$ cat config.mk
export PLATFORM = sky130hd
export DESIGN_NAME = axi_lite_cmd_queue
export DESIGN_NICKNAME = d
export VERILOG_FILES = /design/src/rtl/axi_lite_cmdq_pkg.sv /design/src/rtl/axi_lite_sync_fifo.sv /design/src/rtl/axi_lite_cmd_queue.sv
export SDC_FILE = /design/constraint.sdc
export NUM_CORES = 1
export LEC_CHECK = 0
export ABC_CLOCK_PERIOD_IN_PS = 6700
export CAP_MARGIN = 30
export CORE_ASPECT_RATIO = 1.1
export CORE_MARGIN = 2
export CORE_UTILIZATION = 55
export DETAILED_ROUTE_END_ITERATION = 12
export PLACE_DENSITY = 0.91
export SYNTH_ARGS = -nofsm -noshare
export SYNTH_HDL_FRONTEND = slang
export SYNTH_SLANG_ARGS = --single-unit
$ cat constraint.sdc
create_clock -name clk -period 6.7 [get_ports clk]
set_clock_uncertainty 0.15 [all_clocks]
set_input_delay 1.005 -clock clk [delete_from_list [all_inputs] [get_ports clk]]
set_output_delay 1.005 -clock clk [all_outputs]
set_load 0.005 [all_outputs]
$ cat src/rtl/axi_lite_cmdq_pkg.sv
// rtl/axi_lite_cmdq_pkg.sv - FSM state encodings and response codes shared by the command queue
package axi_lite_cmdq_pkg;
   localparam logic [1:0] ST_IDLE  = 2'd0;
   localparam logic [1:0] ST_ISSUE = 2'd1;
   localparam logic [1:0] ST_WAIT  = 2'd2;
   localparam logic [1:0] ST_RESP  = 2'd3;

   localparam logic [1:0] OKAY   = 2'b00;
   localparam logic [1:0] SLVERR = 2'b10;

   localparam int STRB_W = 4;

   typedef enum logic [1:0] {
      IDLE  = ST_IDLE,
      ISSUE = ST_ISSUE,
      WAIT  = ST_WAIT,
      RESP  = ST_RESP
   } state_t;
endpackage

$ cat src/rtl/axi_lite_sync_fifo.sv
// rtl/axi_lite_sync_fifo.sv - single-clock FIFO; pushes on full and pops on empty are ignored
module axi_lite_sync_fifo #(
   parameter int WIDTH = 8,
   parameter int DEPTH = 4
) (
   input  logic                   clk,
   input  logic                   rst_n,
   input  logic                   push,
   input  logic [WIDTH-1:0]       wdata,
   input  logic                   pop,
   output logic [WIDTH-1:0]       rdata,
   output logic                   full,
   output logic                   empty,
   output logic [$clog2(DEPTH):0] count
);
   localparam int PTR_W = $clog2(DEPTH);
   localparam int CNT_W = PTR_W + 1;

   logic [WIDTH-1:0] mem_q [DEPTH];
   logic [WIDTH-1:0] mem_d [DEPTH];
   logic [PTR_W-1:0] wr_ptr_q, wr_ptr_d;
   logic [PTR_W-1:0] rd_ptr_q, rd_ptr_d;
   logic [CNT_W-1:0] count_q, count_d;
   logic             do_push, do_pop;

   assign full    = (count_q == CNT_W'(DEPTH));
   assign empty   = (count_q == '0);
   assign count   = count_q;
   assign rdata   = mem_q[rd_ptr_q];
   assign do_push = push && !full;
   assign do_pop  = pop && !empty;

   // Power-of-two depth lets the pointers wrap by plain overflow.
   always_comb begin
      mem_d    = mem_q;
      wr_ptr_d = wr_ptr_q;
      rd_ptr_d = rd_ptr_q;
      count_d  = count_q;
      if (do_push) begin
         mem_d[wr_ptr_q] = wdata;
         wr_ptr_d        = wr_ptr_q + PTR_W'(1);
      end
      if (do_pop) begin
         rd_ptr_d = rd_ptr_q + PTR_W'(1);
      end
      case ({do_push, do_pop})
         2'b10:   count_d = count_q + CNT_W'(1);
         2'b01:   count_d = count_q - CNT_W'(1);
         default: count_d = count_q;
      endcase
   end

   always_ff @(posedge clk or negedge rst_n) begin
      if (!rst_n) begin
         for (int i = 0; i < DEPTH; i++) begin
            mem_q[i] <= '0;
         end
         wr_ptr_q <= '0;
         rd_ptr_q <= '0;
         count_q  <= '0;
      end else begin
         mem_q    <= mem_d;
         wr_ptr_q <= wr_ptr_d;
         rd_ptr_q <= rd_ptr_d;
         count_q  <= count_d;
      end
   end
endmodule

$ cat src/rtl/axi_lite_cmd_queue.sv
// rtl/axi_lite_cmd_queue.sv - queued single-outstanding command issuer with held responses
// Define AXI_CMDQ_TIMEOUT_EN to add a WAIT-state watchdog that returns a timeout response.
module axi_lite_cmd_queue
   import axi_lite_cmdq_pkg::*;
#(
   parameter int ADDR_WIDTH     = 32,
   parameter int DATA_WIDTH     = 32,
   parameter int DEPTH          = 4,
   parameter int TIMEOUT_CYCLES = 255
) (
   input  logic                   clk,
   input  logic                   rst_n,
   input  logic                   cmd_valid,
   output logic                   cmd_ready,
   input  logic                   cmd_wr,
   input  logic [ADDR_WIDTH-1:0]  cmd_addr,
   input  logic [DATA_WIDTH-1:0]  cmd_wdata,
   input  logic [STRB_W-1:0]      cmd_wstrb,
   output logic                   rsp_valid,
   input  logic                   rsp_ready,
   output logic                   rsp_wr,
   output logic                   rsp_ok,
   output logic                   rsp_timeout,
   output logic [DATA_WIDTH-1:0]  rsp_rdata,
   output logic                   m_req,
   output logic                   m_wr,
   output logic [ADDR_WIDTH-1:0]  m_addr,
   output logic [DATA_WIDTH-1:0]  m_wdata,
   output logic [STRB_W-1:0]      m_wstrb,
   input  logic                   m_ready,
   input  logic                   m_resp_ok,
   input  logic [DATA_WIDTH-1:0]  m_rdata,
   output logic                   busy,
   output logic [$clog2(DEPTH):0] count
);
   localparam int ENT_W = 1 + ADDR_WIDTH + DATA_WIDTH + STRB_W;

   state_t                state_q, state_d;
   logic [1:0]            rsp_code_q, rsp_code_d;
   logic                  rsp_wr_q, rsp_wr_d;
   logic [DATA_WIDTH-1:0] rsp_rdata_q, rsp_rdata_d;
   logic [ENT_W-1:0]      head;
   logic                  head_wr;
   logic [ADDR_WIDTH-1:0] head_addr;
   logic [DATA_WIDTH-1:0] head_wdata;
   logic [STRB_W-1:0]     head_wstrb;
   logic                  full, empty, pop, active, timeout_hit;

   axi_lite_sync_fifo #(
      .WIDTH (ENT_W),
      .DEPTH (DEPTH)
   ) u_fifo (
      .clk   (clk),
      .rst_n (rst_n),
      .push  (cmd_valid),
      .wdata ({cmd_wr, cmd_addr, cmd_wdata, cmd_wstrb}),
      .pop   (pop),
      .rdata (head),
      .full  (full),
      .empty (empty),
      .count (count)
   );

   assign {head_wr, head_addr, head_wdata, head_wstrb} = head;

`ifdef AXI_CMDQ_TIMEOUT_EN
   localparam int TMO_W = $clog2(TIMEOUT_CYCLES + 1);

   logic [TMO_W-1:0] wait_cnt_q, wait_cnt_d;
   logic             rsp_timeout_q, rsp_timeout_d;

   assign timeout_hit = (state_q == WAIT) && (wait_cnt_q == TMO_W'(TIMEOUT_CYCLES - 1));
   assign rsp_timeout = rsp_valid && rsp_timeout_q;

   // m_ready beats a coincident watchdog expiry.
   always_comb begin
      wait_cnt_d    = wait_cnt_q;
      rsp_timeout_d = rsp_timeout_q;
      if (state_q == ISSUE) begin
         wait_cnt_d = '0;
      end else if (state_q == WAIT && !timeout_hit) begin
         wait_cnt_d = wait_cnt_q + TMO_W'(1);
      end
      if (active && m_ready) begin
         rsp_timeout_d = 1'b0;
      end else if (timeout_hit) begin
         rsp_timeout_d = 1'b1;
      end
   end

   always_ff @(posedge clk or negedge rst_n) begin
      if (!rst_n) begin
         wait_cnt_q    <= '0;
         rsp_timeout_q <= 1'b0;
      end else begin
         wait_cnt_q    <= wait_cnt_d;
         rsp_timeout_q <= rsp_timeout_d;
      end
   end
`else
   assign timeout_hit = 1'b0;
   assign rsp_timeout = 1'b0;
`endif

   assign active = (state_q == ISSUE) || (state_q == WAIT);

   always_comb begin
      state_d     = state_q;
      rsp_code_d  = rsp_code_q;
      rsp_wr_d    = rsp_wr_q;
      rsp_rdata_d = rsp_rdata_q;
      pop         = 1'b0;
      case (state_q)
         IDLE: begin
            if (!empty) state_d = ISSUE;
         end
         ISSUE, WAIT: begin
            if (m_ready) begin
               rsp_code_d  = m_resp_ok ? OKAY : SLVERR;
               rsp_wr_d    = head_wr;
               rsp_rdata_d = head_wr ? '0 : m_rdata;
               state_d     = RESP;
            end else if (timeout_hit) begin
               rsp_code_d  = SLVERR;
               rsp_wr_d    = head_wr;
               rsp_rdata_d = '0;
               state_d     = RESP;
            end else begin
               state_d = WAIT;
            end
         end
         RESP: begin
            if (rsp_ready) begin
               pop     = 1'b1;
               state_d = IDLE;
            end
         end
         default: state_d = IDLE;
      endcase
   end

   always_ff @(posedge clk or negedge rst_n) begin
      if (!rst_n) begin
         state_q     <= IDLE;
         rsp_code_q  <= SLVERR;
         rsp_wr_q    <= 1'b0;
         rsp_rdata_q <= '0;
      end else begin
         state_q     <= state_d;
         rsp_code_q  <= rsp_code_d;
         rsp_wr_q    <= rsp_wr_d;
         rsp_rdata_q <= rsp_rdata_d;
      end
   end

   // The head entry stays put until the RESP pop, so the master fields are stable across WAIT.
   assign cmd_ready = !full;
   assign busy      = (state_q != IDLE);
   assign m_req     = (state_q == ISSUE);
   assign m_wr      = active && head_wr;
   assign m_addr    = active ? head_addr  : '0;
   assign m_wdata   = active ? head_wdata : '0;
   assign m_wstrb   = active ? head_wstrb : '0;
   assign rsp_valid = (state_q == RESP);
   assign rsp_ok    = rsp_valid && (rsp_code_q == OKAY);
   assign rsp_wr    = rsp_valid && rsp_wr_q;
   assign rsp_rdata = rsp_valid ? rsp_rdata_q : '0;
endmodule
==> flow_summary.yaml <==
outcome:
  outcome: "finished clean"
floorplan:
  core_area_mm2: 0.0260
  die_area_mm2: 0.0276
  die_w_um: 159
  core.rowCount: 62
  ios: 218
  initial_utilization_pct: 55.7
  die_y_um: 174
logic_synthesis:
  syn_area_per_cell_um2: 15.7
  synth-edff-count: 0
  yosysWarningCount: 0
  synth_seq_cells: 319
  synthArstFlopShare_pct: 100
  synth_cell_types: 30
  synth_area_mm2: 0.0145
  ys.flop_type: "dfrtp_1"
  syn_inst: 920
  ys_seq_area_share_pct: 55.1
  synth_nets: 1036
timing:
  tns_ps: 0
  rsz0062_at_grt: "false"
  slew-limit-headroom_pct: 31.0
  finalSetupViolCount: 0
  tightest_slew_ps: 1040
  finalCriticalPeriod_ps: 4370
  slew_viol_final: 0
  max_clock_freq_mhz: 229
  hold_violations: 0
  period_share_pct: 65.2
global_routing:
  overflow: 0
  grt_max_degree: 139
  grt_usage_pct: 23.1
  grt_pass1_wl_um: 51000
  grt_pass1_vias: 9354
  antenna_found_initial: 0
route:
  drt_wl_total_um: 31400
  final_antenna_net_count: 0
  num_vias: 8541
  wl_per_cell_um: 21.0
  dr.pass1.iters: 4
  routed_via_density: 5.71
  drtIter0Drc: 476
  route.detailed.drc: 0
final_layout:
  nNetsFinal: 1234
  final_common_cell: "dfrtp_1"
  final_cell_mix: "dfrtp_1, mux2_2, clkdlybuf4s50_1"
  layout-drive-gt1-share_pct: 37.2
  final_cell_count_no_fill: 1496
  syn_to_final_growth_pct: 24.4
  n_antenna_cell: 0
worst_setup_path:
  cp_cell_sequence: "buf_4 > mux4_2 > and2_1 > clkdlybuf4s50_1"
  endpoint_kind: "output port"
  crit_fanout: 35
  crit_slowest_cell: "dfrtp_4"
  worstPathRequired_ps: 5540
  worst-path-buf-inv: 2
  slowest_delay_ps: 890
  cpLargestDelayFamily: "buffers and inverters"
  critPathKind: "reg -> out"
  cp.arrival_ps: 3220
  cp-start-kind: "flop"
cts:
  cts_sinks: 319
  clk_latency_ps: 500
  clock-root-buffer: "clkbuf_16"
  clk_path_buf_depth: 3
  cts_tree: "yes"
  post_cts_resized: 0
  cts_max_level: 2
  cts_hold_buf: 0
  clk_pin_slew_ps: 60
  post_cts_buffers: 0
  cts_buffers: 34
power_and_ir_drop:
  peakVddDrop_uv: 312
  p_per_area_mw_per_mm2: 539
  leakage_nw: 7.47
job:
  cap_violations: 0
placed_design:
  dpl.hpwl_um: 19700
  dp.cells: 1433
  place_congestion: 0.769
  port_buffers: 216
worst_hold_path:
  hold_path.class: "reg -> reg"
==> worst register-to-register path, delay by kind of cell (launching register included) <==
kind | cells | cell delay (ps)
buffers and inverters | 1 | 60
AO/OA/AOI/OAI | 1 | 400
AND/OR/NAND/NOR | 1 | 110
flip-flops | 1 | 390
XOR/XNOR | 2 | 300
adder cells (fa/ha/maj) | 3 | 1450
==> path summary, 6_finish.rpt <==
kind,startpoint,endpoint,slack [ps],cells past startpoint
max,u_fifo.rd_ptr_q[0],m_addr[27],2330,4
min,rsp_rdata_q[11],rsp_rdata_q[11],350,1
min in group asynchronous,rst_n,u_fifo.mem_q[247],370,1
min reg2reg,rsp_rdata_q[11],rsp_rdata_q[11],350,1
max reg2reg,state_q[0],u_fifo.count[2],3770,8
max in group asynchronous,rst_n,u_fifo.rd_ptr_q[1],4710,2
==> through the flow <==
stage / power (mW) / cell area [um^2] / setup WS, ps / hold WS (ps) / util (%)
floorplan: 6.18 / 14500 / 4010 / 292 / -
global placement: 7.74 / 16800 / 2830 / 311 / 64.8
detailed placement: 7.96 / 16900 / 2790 / 333 / 65.1
CTS: 9.81 / 18000 / 2230 / 350 / 69.2
global route: 10.3 / 18000 / 2090 / 361 / 69.3
finish: 9.71 / 18000 / 2330 / 349 / 69.3
==> sequential cells by signal, summed over array words and instances (netlist names) <==
signal           cells
u_fifo.rd_ptr_q      2
u_fifo.wr_ptr_q      2
rsp_rdata_q         32
rsp_wr_q             1
u_fifo.mem_q       276
u_fifo.count         3
state_q              2
rsp_code_q           1
==> per-layer routing <==
layer | wire length, um | part of all wire, % | up-vias | GRT usage (%)
met1 | 13000 | 41 | 4541 | 29.8
li1 | - | - | 3723 | -
met3 | 1370 | 4.4 | 57 | 3.91
met4 | 710 | 2.3 | 0 | 7.11
met5 | 0 | 0 | - | 0
met2 | 16300 | 52 | 220 | 40.4
==> where the power goes <==
part / internal, mW / switching [mW] / total (mW)
combinational: 2.84 / 1.57 / 4.40
clock: 1.03 / 0.761 / 1.79
sequential: 2.91 / 0.605 / 3.52
==> cells in the mapped netlist, drive strengths merged (4+ instances only) <==
master	count	area share, %
o21ai	4	0.14
ha	8	0.69
dfrtp	318	55
mux4	68	11
inv	9	0.23
buf	41	2.0
clkbuf	27	0.70
mux2	280	23
and3	4	0.17
and2	101	4.4
a22o	32	1.9
nand2	6	0.16
==> layout make-up <==
| class | instances | area (um^2) |
|---|---|---|
| Clock buffer | 49 | 977 |
| Clock inverter | 13 | 96.3 |
| Fill cell | 1738 | 7980 |
| Inverter | 9 | 33.8 |
| Multi-Input combinational cell | 524 | 6110 |
| Sequential cell | 319 | 7990 |
| Tap cell | 352 | 440 |
| Timing Repair Buffer | 230 | 2360 |
==> kinds of logic (layout without fill, tap and decap cells) <==
| group | after synthesis | count (layout) | synth area share [%] |
|---|---|---|---|
| AOI/OAI and AO/OA | 39 | 39 | 2.22 |
| other | 1 | 1 | 0.0259 |
| buffers and inverters | 77 | 301 | 2.89 |
| muxes | 350 | 350 | 33.5 |
| and+or+nand+nor | 119 | 119 | 5.01 |
| adders and majority gates | 9 | 9 | 0.830 |
| xor gates and xnor gates | 6 | 6 | 0.363 |
| DFF | 319 | 319 | 55.1 |
No activity file was read; power rests on OpenSTA's default activity.
